**config.mk**
```make
export PLATFORM = sky130hd
export DESIGN_NAME = maxpool_stage_flat
export DESIGN_NICKNAME = d
export VERILOG_FILES = /design/src/rtl/cnn_pkg.sv /design/src/rtl/maxpool_stage_if.sv /design/src/rtl/pool_line_buffer.sv /design/src/rtl/maxpool_stage.sv /design/src/flat_wrapper.sv
export SDC_FILE = /design/constraint.sdc
export NUM_CORES = 1
export LEC_CHECK = 0
export CORE_MARGIN = 2
export CORE_UTILIZATION = 40
export CTS_BUF_LIST = sky130_fd_sc_hd__clkbuf_4
export CTS_CLUSTER_DIAMETER = 150
export DETAILED_ROUTE_END_ITERATION = 7
export PLACE_DENSITY = 0.63
export SLEW_MARGIN = 20
export SYNTH_ARGS = -nofsm -noshare
export SYNTH_HDL_FRONTEND = slang
export SYNTH_HIERARCHICAL = 1
export SYNTH_SLANG_ARGS = --single-unit
```
**constraint.sdc**
```tcl
create_clock -name clk -period 5.4 [get_ports clk]
set_clock_uncertainty 0.2 [all_clocks]
set_input_delay 1.62 -clock clk [delete_from_list [all_inputs] [get_ports clk]]
set_output_delay 1.62 -clock clk [all_outputs]
set_load 0.02 [all_outputs]
```
**src/rtl/cnn_pkg.sv**
```systemverilog
// Shared definitions for the CNN pooling datapath: FSM state encoding,
// default sample width and a helper for sizing index/address fields.
package cnn_pkg;

  localparam int DEFAULT_DATA_W = 8;

  typedef enum logic [1:0] {
    IDLE  = 2'd0,
    RUN   = 2'd1,
    DRAIN = 2'd2,
    DONE  = 2'd3
  } pool_state_t;

  // Width of an index that counts 0..depth-1, never narrower than one bit.
  function automatic int addr_width(input int depth);
    return (depth > 1) ? $clog2(depth) : 1;
  endfunction

endpackage

```
**src/rtl/maxpool_stage_if.sv**
```systemverilog
// Streaming handshake bundle between the convolution write path, the
// pooling stage and the pooled-sample consumer. The stage uses the slave
// modport; whoever feeds samples and drains results uses master.
interface maxpool_stage_if
  import cnn_pkg::*;
#(
  parameter int DATA_W = DEFAULT_DATA_W
);

  logic                     in_valid;
  logic                     in_ready;
  logic signed [DATA_W-1:0] in_data;
  logic                     out_valid;
  logic                     out_ready;
  logic signed [DATA_W-1:0] out_data;

  modport slave (
    input  in_valid,
    input  in_data,
    input  out_ready,
    output in_ready,
    output out_valid,
    output out_data
  );

  modport master (
    output in_valid,
    output in_data,
    output out_ready,
    input  in_ready,
    input  out_valid,
    input  out_data
  );

endinterface

```
**src/rtl/pool_line_buffer.sv**
```systemverilog
// One-row buffer of horizontal pair maxima for the 2x2 pooling window.
// One synchronous write port, one asynchronous read port; contents are
// not reset because every entry is written on an even row before it is
// read on the following odd row.
module pool_line_buffer #(
  parameter int DATA_W = 8,
  parameter int DEPTH  = 4,
  parameter int AW     = 2
) (
  input  logic                     clk,
  input  logic                     we,
  input  logic [AW-1:0]            waddr,
  input  logic signed [DATA_W-1:0] wdata,
  input  logic [AW-1:0]            raddr,
  output logic signed [DATA_W-1:0] rdata
);

  logic signed [DATA_W-1:0] mem [DEPTH];

  // Store the even-row pair maximum for the window column being built.
  always_ff @(posedge clk) begin
    if (we) begin
      mem[waddr] <= wdata;
    end
  end

  assign rdata = mem[raddr];

endmodule

```
**src/rtl/maxpool_stage.sv**
```systemverilog
// 2x2 stride-2 max-pooling stage fed row-major by the convolution
// controller. Horizontal pairs are reduced as samples arrive; even rows
// park their pair maxima in a line buffer, odd rows combine with it and
// emit one pooled sample per window through a one-deep output register.
// Optional build macro: MAXPOOL_RELU_EN clamps negative pooled results
// to zero; without it the raw signed maximum is emitted.
module maxpool_stage
  import cnn_pkg::*;
#(
  parameter int DATA_W = DEFAULT_DATA_W,
  parameter int MAP_W  = 8,
  parameter int MAP_H  = 8
) (
  input  logic           clk,
  input  logic           rst,
  input  logic           start,
  maxpool_stage_if.slave bus,
  output logic           busy,
  output logic           done
);

  localparam int COL_W    = addr_width(MAP_W);
  localparam int ROW_W    = addr_width(MAP_H);
  localparam int LB_DEPTH = MAP_W / 2;
  localparam int LB_AW    = addr_width(LB_DEPTH);

  localparam logic [COL_W-1:0] COL_LAST = COL_W'(MAP_W - 1);
  localparam logic [ROW_W-1:0] ROW_LAST = ROW_W'(MAP_H - 1);

  pool_state_t state;

  logic [COL_W-1:0] col;
  logic [ROW_W-1:0] row;

  logic signed [DATA_W-1:0] pair_reg;
  logic signed [DATA_W-1:0] pair_max;
  logic signed [DATA_W-1:0] lb_rd;
  logic signed [DATA_W-1:0] pool_max;
  logic signed [DATA_W-1:0] pool_out;

  logic             xfer;
  logic             last_in;
  logic             lb_we;
  logic             out_load;
  logic [LB_AW-1:0] lb_addr;

  // Accept only while running and the output register can take a result.
  assign bus.in_ready = (state == RUN) && (!bus.out_valid || bus.out_ready);
  assign xfer         = bus.in_valid && bus.in_ready;
  assign last_in      = (col == COL_LAST) && (row == ROW_LAST);

  // Odd columns close a horizontal pair; row parity picks park vs. emit.
  assign lb_addr  = LB_AW'(col >> 1);
  assign lb_we    = xfer && col[0] && !row[0];
  assign out_load = xfer && col[0] && row[0];

  // Signed max with strict greater-than so a tie keeps the earlier sample.
  assign pair_max = (bus.in_data > pair_reg) ? bus.in_data : pair_reg;
  assign pool_max = (pair_max > lb_rd) ? pair_max : lb_rd;

`ifdef MAXPOOL_RELU_EN
  assign pool_out = pool_max[DATA_W-1] ? '0 : pool_max;
`else
  assign pool_out = pool_max;
`endif

  pool_line_buffer #(
    .DATA_W (DATA_W),
    .DEPTH  (LB_DEPTH),
    .AW     (LB_AW)
  ) u_line_buf (
    .clk   (clk),
    .we    (lb_we),
    .waddr (lb_addr),
    .wdata (pair_max),
    .raddr (lb_addr),
    .rdata (lb_rd)
  );

  // Pass sequencing with busy/done registered alongside the state.
  always_ff @(posedge clk or negedge rst) begin
    if (!rst) begin
      state <= IDLE;
      busy  <= 1'b0;
      done  <= 1'b0;
    end else begin
      done <= 1'b0;
      case (state)
        IDLE: begin
          if (start) begin
            state <= RUN;
            busy  <= 1'b1;
          end
        end
        RUN: begin
          if (xfer && last_in) begin
            state <= DRAIN;
          end
        end
        DRAIN: begin
          if (!bus.out_valid || bus.out_ready) begin
            state <= DONE;
            busy  <= 1'b0;
            done  <= 1'b1;
          end
        end
        DONE: begin
          state <= IDLE;
        end
        default: begin
          state <= IDLE;
          busy  <= 1'b0;
        end
      endcase
    end
  end

  // Track the position of the next incoming sample within the map.
  always_ff @(posedge clk or negedge rst) begin
    if (!rst) begin
      col <= '0;
      row <= '0;
    end else if ((state == IDLE) && start) begin
      col <= '0;
      row <= '0;
    end else if (xfer) begin
      if (col == COL_LAST) begin
        col <= '0;
        row <= (row == ROW_LAST) ? '0 : row + 1'b1;
      end else begin
        col <= col + 1'b1;
      end
    end
  end

  // Hold the left sample of each horizontal pair until its partner arrives.
  always_ff @(posedge clk or negedge rst) begin
    if (!rst) begin
      pair_reg <= '0;
    end else if (xfer && !col[0]) begin
      pair_reg <= bus.in_data;
    end
  end

  // One-deep output register; a new result may overwrite one being taken.
  always_ff @(posedge clk or negedge rst) begin
    if (!rst) begin
      bus.out_valid <= 1'b0;
      bus.out_data  <= '0;
    end else if (out_load) begin
      bus.out_valid <= 1'b1;
      bus.out_data  <= pool_out;
    end else if (bus.out_ready) begin
      bus.out_valid <= 1'b0;
    end
  end

endmodule

```
**src/flat_wrapper.sv**
```systemverilog
// flat-port wrapper written by rule: the top's interface ports become plain ports
module maxpool_stage_flat import cnn_pkg::*;
#(
  parameter int DATA_W = DEFAULT_DATA_W,
  parameter int MAP_W  = 8,
  parameter int MAP_H  = 8
)
  (clk, rst, start, busy, done, bus_in_valid, bus_in_data, bus_out_ready, bus_in_ready, bus_out_valid, bus_out_data);
  maxpool_stage_if #(.DATA_W(DATA_W)) bus_i ();
  input  logic clk;
  input  logic rst;
  input  logic start;
  output logic busy;
  output logic done;
  input wire logic [$bits(bus_i.in_valid)-1:0] bus_in_valid;
  input wire logic [$bits(bus_i.in_data)-1:0] bus_in_data;
  input wire logic [$bits(bus_i.out_ready)-1:0] bus_out_ready;
  output wire logic [$bits(bus_i.in_ready)-1:0] bus_in_ready;
  output wire logic [$bits(bus_i.out_valid)-1:0] bus_out_valid;
  output wire logic [$bits(bus_i.out_data)-1:0] bus_out_data;
  assign bus_i.in_valid = bus_in_valid;
  assign bus_i.in_data = bus_in_data;
  assign bus_i.out_ready = bus_out_ready;
  assign bus_in_ready = bus_i.in_ready;
  assign bus_out_valid = bus_i.out_valid;
  assign bus_out_data = bus_i.out_data;
  maxpool_stage #(.DATA_W(DATA_W), .MAP_W(MAP_W), .MAP_H(MAP_H)) u_core (.clk(clk), .rst(rst), .start(start), .bus(bus_i), .busy(busy), .done(done));
endmodule
```
# [Word level (Yosys, flattened, before mapping)]
# Memories as Yosys holds them, arrays and structs flattened.
# Index checks and enable logic that the tools add are counted.
[word_totals] input_bits=13 memories=1 register_bits=27 output_inout_bits=12 mem_bits_rw=32 wordCells=64
[mem_list] memory="u_core.u_line_buf.mem" words=4 width=8 rd=1 rd_ports_with_merged_regs=0 write_ports=1 line_no="pool_line_buffer.sv:18" source="logic signed [DATA_W-1:0] mem [DEPTH];"
[op_classes] mux=22 add_sub_neg=2 n_reduce_logical=21 n_eq_ne=8 magnitude_cmp=2
[op_table] cell="$mux W3" count=7
[op_table] cell="$gt A8 B8 Y1" count=2
[op_table] cell="$mux W8" count=2
[op_table] cell="$logic_and A1 B1 Y1" count=9
[op_table] cell="$mux W1" count=8
[op_table] cell="$pmux W2 S4" count=1
[op_table] cell="$reduce_bool A2 Y1" count=4
[op_table] cell="$add A3 B1 Y3 const B" count=2
[op_table] cell="$eq A3 B3 Y1 const B" count=2
[op_table] cell="$mux W2" count=3
[op_table] cell="$reduce_and A3 Y1" count=2
[op_table] cell="$eq A2 B2 Y1 const B" count=2
[op_table] cell="$ne A2 B2 Y1 const B" count=2
[op_table] cell="$logic_not A1 Y1" count=3
[op_table] cell="$eq A2 B1 Y1 const B" count=1
[op_table] cell="$logic_not A2 Y1" count=1
[op_table] cell="$ne A2 B1 Y1 const B" count=1
[op_table] cell="$pmux W1 S2" count=1
[op_table] cell="$reduce_and A2 Y1" count=1
[op_table] cell="$logic_or A1 B1 Y1" count=1

# [Depth between registers and ports, before layout]
[logic_depth] word_depth=8 depth_mapped=16

# [Cells and area by module]
# The synthesis kept the hierarchy.
[by_module_without_submodules] mod="maxpool_stage" n_inst=1 seq_area_each_um2=675.6 area_per_inst_um2=1757.9 cells_each=183
[by_module_without_submodules] mod="pool_line_buffer" n_inst=1 seq_area_each_um2=960.9 area_per_inst_um2=1188.6 cells_each=46

# [Least setup slack after synthesis]
# Ideal clock, no wire load.
[synth_timing] path_type="input -> register" from="in bus_in_data[7]" to="reg u_core.bus.out_data[1]" t_required_ns=5.110 setup_ns=0.090 arrival_ns=4.256 path_stages=15 slack_ns=0.854 cell_sequence="ha_1 nand4_1 o32ai_1 a31oi_1 a21oi_4 mux2i_1 inv_1 ha_1 a21o_1 a21oi_1 o221ai_1 nand2_1 or2b_1 buf_6 o221ai_1"
[synth_via] elab_chain_len=4
[synth_rtl] element="start, declared" line_no="flat_wrapper.sv:16" source="input wire logic [$bits(bus_i.in_data)-1:0] bus_in_data;"
[synth_rtl] element="$gt A8 B8 Y1" line_no="maxpool_stage.sv:58" source="assign pair_max = (bus.in_data > pair_reg) ? bus.in_data : pair_reg;"
[synth_rtl] element="$mux W8" line_no="maxpool_stage.sv:58"
[synth_rtl] element="named net u_core.pair_max[3]" line_no="maxpool_stage.sv:36" source="logic signed [DATA_W-1:0] pair_max;"
[synth_rtl] element="$gt A8 B8 Y1" line_no="maxpool_stage.sv:59" source="assign pool_max = (pair_max > lb_rd) ? pair_max : lb_rd;"
[synth_rtl] element="$mux W8" line_no="maxpool_stage.sv:59"
[synth_rtl] element="end signal, assigned" line_no="maxpool_stage.sv:152" source="bus.out_data <= pool_out;"
[synth_rtl] element="end, declared" line_no="maxpool_stage_if.sv:23" source="output out_data"
# The timed path passes the listed nets, and every way through them passes these cells.
# A chain may end at the register's enable or synchronous reset.

# [Worst setup path after layout]
[layout_timing] from="in bus_in_data[7]" to="reg u_core.bus.out_data[7]"
# Same word-level chain as after synthesis.

==> reports/results.tsv <==
metric	value	unit
clock root cell	clkbuf_4	
Setup crit end kind	flip-flop	
Startpoint Class	input pin	
net count after synthesis	265	
ranking of synthesized cells by area	edfxtp_1 33%, dfrtp_1 23%, ha_1 9.8%	
outcome	completed	
DR WL/cell	14.9	um
Min-Delay Endpoint	u_core/bus.out_data[4]$_DFFE_PN0P_	
CTS tree	done	
Final HPWL DP	3980	um
Clock transition at path regs	0.11	ns
share of the cycle needed by the critical path after routing	93.5	%
Pint	0.00105	W
via count	1856	
top sig layer	met4	
Netlist Area Pre-Place	2950	sq um
Metal-1 WL	2490	um
clk sinks	59	
Initial Utilization	41.1	%
largest family of logic cells by synthesized area	multiplexers	
# placed instances	351	
vias in the first global route	1870	
# rows	31	
static leakage	1.48	nW
Logic pwr share	38.2	%
Hold WC Path Type	flip-flop to flip-flop	
GPL Wtd Cong	0.774	
via/cell ratio	5.06	
Simple-Gate Fraction of Synth Area	8.54	%
Critical Path Max Stage Delay	0.45	ns
Max-slew headroom	53.7	%
setup_tns	0	ns
initial drt markers	99	
PD cells	461	nW/um^2
hold_buf cts	0	
Max-cap violations	0	
ant diodes	0	
max-slew violations	0	
largest net degree at the start of global routing	23	
Syn Inst Count	229	
Core ar.	7180	sq um
CTS buffer count	9	
grt ovf	0	
H-tree levels	3	
Fin. Hold Viols	0	
die area	8070	sq um
Reg power frac	40.0	%
RSZ-0062 raised after global routing	no	
min Tclk post-route	5.05	ns
Setup CP Type	input pin to flip-flop	
Routed Wire Length	5470	um
area grow syn2layout	17.3	%
Max FO, Critical Path	8	
clock power share	21.9	%
DRC Markers	0	
final number of setup-violating endpoints	0	
CP delay by family, top	compound AO/OA/AOI/OAI gates	
Synth Area in XOR/XNOR	0	%
met2 WL post-DR	2690	um
first-pass GRT wire length	9160	um
syn_area_per_cell	12.9	sq um
Critical R2R Launch	u_core/pair_reg[7]$_DFFE_PN0P_	
routed wl met3	222	um
worst skew pair latency	0.40	ns
max reg flops	32	
die width	89.8	um
Slowest-stage cell, CP	clkdlybuf4s50_1	
FMAX	0.198	GHz
drt pass-1 iters	6	
Synth cell types	37	
die height	89.8	um
Post-CTS Resized	0	
reg2reg path depth	15	
Worst VDD drop	0.198	mV
Yosys warning count	6	
Total Nets Final	299	
Arr. time, crit path	5.14	ns
crit-path cells	clkdlybuf4s50_1, ha_1, nand4_1, o32ai_1, a31oi_1, a21oi_4, mux2i_1, inv_1, ha_1, a21o_1, a21oi_1, o221ai_1, nand2_1, or2b_1, o221ai_1	
Worst-Margin Slew	0.695	ns
postcts setup bufs	0	
HP Start	u_core/bus.out_data[4]$_DFFE_PN0P_	
Worst Path Buf+Inv	2	
Final Cell Area	3460	sq um
clock buffer depth	2	
Port Buffer Count	24	
CP Data Required Time	5.49	ns
Post-DP Area	3310	sq um
layout cell share with drive strength beyond 1	12.3	%
Adder-Cell Fraction of Synth Area	9.77	%
worst hold path depth	2	
flops & latches, synth	59	
io pins	25	
Worst R2R End	u_core/bus.out_data[7]$_DFFE_PN0P_	
Synth Area in Compound Gates	7.90	%
final antenna-violating net count	0	
Synth top area share	32.6	%
internal reg-to-reg setup slack	1.64	ns
initial antenna violation count	0	
gr usage total	14.6	%
Psw	0.000546	W
switching share of total power	34.3	%
Seq/Total Area, Yosys	55.5	%
Non-Filler Instances	367	
multiplexer share of the synthesized area	12.5	%
cell taking the most area after synthesis	edfxtp_1	
placed cells by master, fill, tap and decap left out, types with 3 or more instances in the layout:
| master | n |
|---|---|
| a21oi_1 | 9 |
| edfxtp_1 | 32 |
| inv_1 | 30 |
| clkbuf_4 | 10 |
| nor2_1 | 8 |
| dfrtp_1 | 27 |
| ha_1 | 23 |
| nand3_1 | 5 |
| mux4_2 | 8 |
| mux2i_1 | 11 |
| mux2_1 | 7 |
| and2_1 | 3 |
| o221ai_1 | 8 |
| o21ai_0 | 5 |
| buf_4 | 7 |
| clkdlybuf4s50_1 | 23 |
| nand2_1 | 20 |
routing by layer:
metal | track usage (%) | vias up
met3 | 5.28 | 7
met4 | 4.74 | 0
li1 | - | 908
met2 | 23.7 | 40
met5 | 0 | -
met1 | 18.4 | 901
metrics by stage:
step	setup WS, ns	util (%)	hold WS (ns)	power (W)
global route	0.115	48.2	0.340	0.00172
global placement	0.0517	46.1	0.277	0.00125
floorplan	0.854	-	0.275	0.00108
CTS	0.402	48.2	0.315	0.00162
finish	0.349	48.2	0.308	0.00160
detailed placement	-0.0207	46.1	0.286	0.00126
power groups by stage:
stage	Combinational (W)	Sequential (W)	Clock, W
after detailed placement	0.000612	0.000650	0
final	0.000609	0.000637	0.000349
after CTS	0.000617	0.000639	0.000361
after global placement	0.000601	0.000646	0
after floorplan	0.000459	0.000626	0
after global routing	0.000685	0.000650	0.000381
worst reg2reg max path: cells and delay by family (launching register included):
kind | cells | cell delay, ns
AO/OA/AOI/OAI | 7 | 1.39
adder cells (fa/ha/maj) | 2 | 0.62
AND/OR/NAND/NOR | 3 | 0.57
flip-flops | 1 | 0.38
multiplexers | 1 | 0.33
buffers and inverters | 2 | 0.19
synthesized netlist by cell type (all sizes together):
cell     n
a21o     2
a21oi   10
a221oi   1
a31oi    1
a41oi    1
and2     3
and3     2
and3b    2
buf      5
clkbuf   3
dfrtp   27
edfxtp  32
ha      23
inv     30
mux2     7
mux2i   11
mux4     8
nand2   20
nand2b   2
nand3    5
nand4    2
nor2     8
nor2b    2
nor3     1
nor3b    1
nor4b    1
o21ai    6
o221ai   9
o32ai    2
or2      1
or2b     1
worst max path at each step:
| stage | slack, ns | from | endpoint | cells past startpoint |
|---|---|---|---|---|
| after floorplan | 0.85 | bus_in_data[7] | u_core/bus.out_data[1]$_DFFE_PN0P_ | 15 |
| after global placement | 0.05 | bus_in_data[6] | u_core/bus.out_data[7]$_DFFE_PN0P_ | 15 |
| after detailed placement | -0.02 | bus_in_data[7] | u_core/bus.out_data[7]$_DFFE_PN0P_ | 15 |
| after CTS | 0.40 | bus_in_data[7] | u_core/bus.out_data[7]$_DFFE_PN0P_ | 15 |
| after global routing | 0.12 | bus_in_data[7] | u_core/bus.out_data[7]$_DFFE_PN0P_ | 15 |
| final | 0.35 | bus_in_data[7] | u_core/bus.out_data[7]$_DFFE_PN0P_ | 15 |
cells by family after synthesis:
kind of cell,count (synthesis)
flip-flops,59
AND/OR/NAND/NOR,51
buffers and inverters,38
AO/OA/AOI/OAI,32
multiplexers,26
adder cells (fa/ha/maj),23
final cells by class:
cell class | count | area (sq um)
tap | 99 | 124
fill | 642 | 3720
clock buffer | 10 | 75.1
clock inverter | 6 | 80.1
multi-input combinational | 132 | 1140
inverter | 30 | 113
timing repair buffer | 31 | 288
sequential | 59 | 1640
Note: power is estimated with default switching activity, not from simulation.
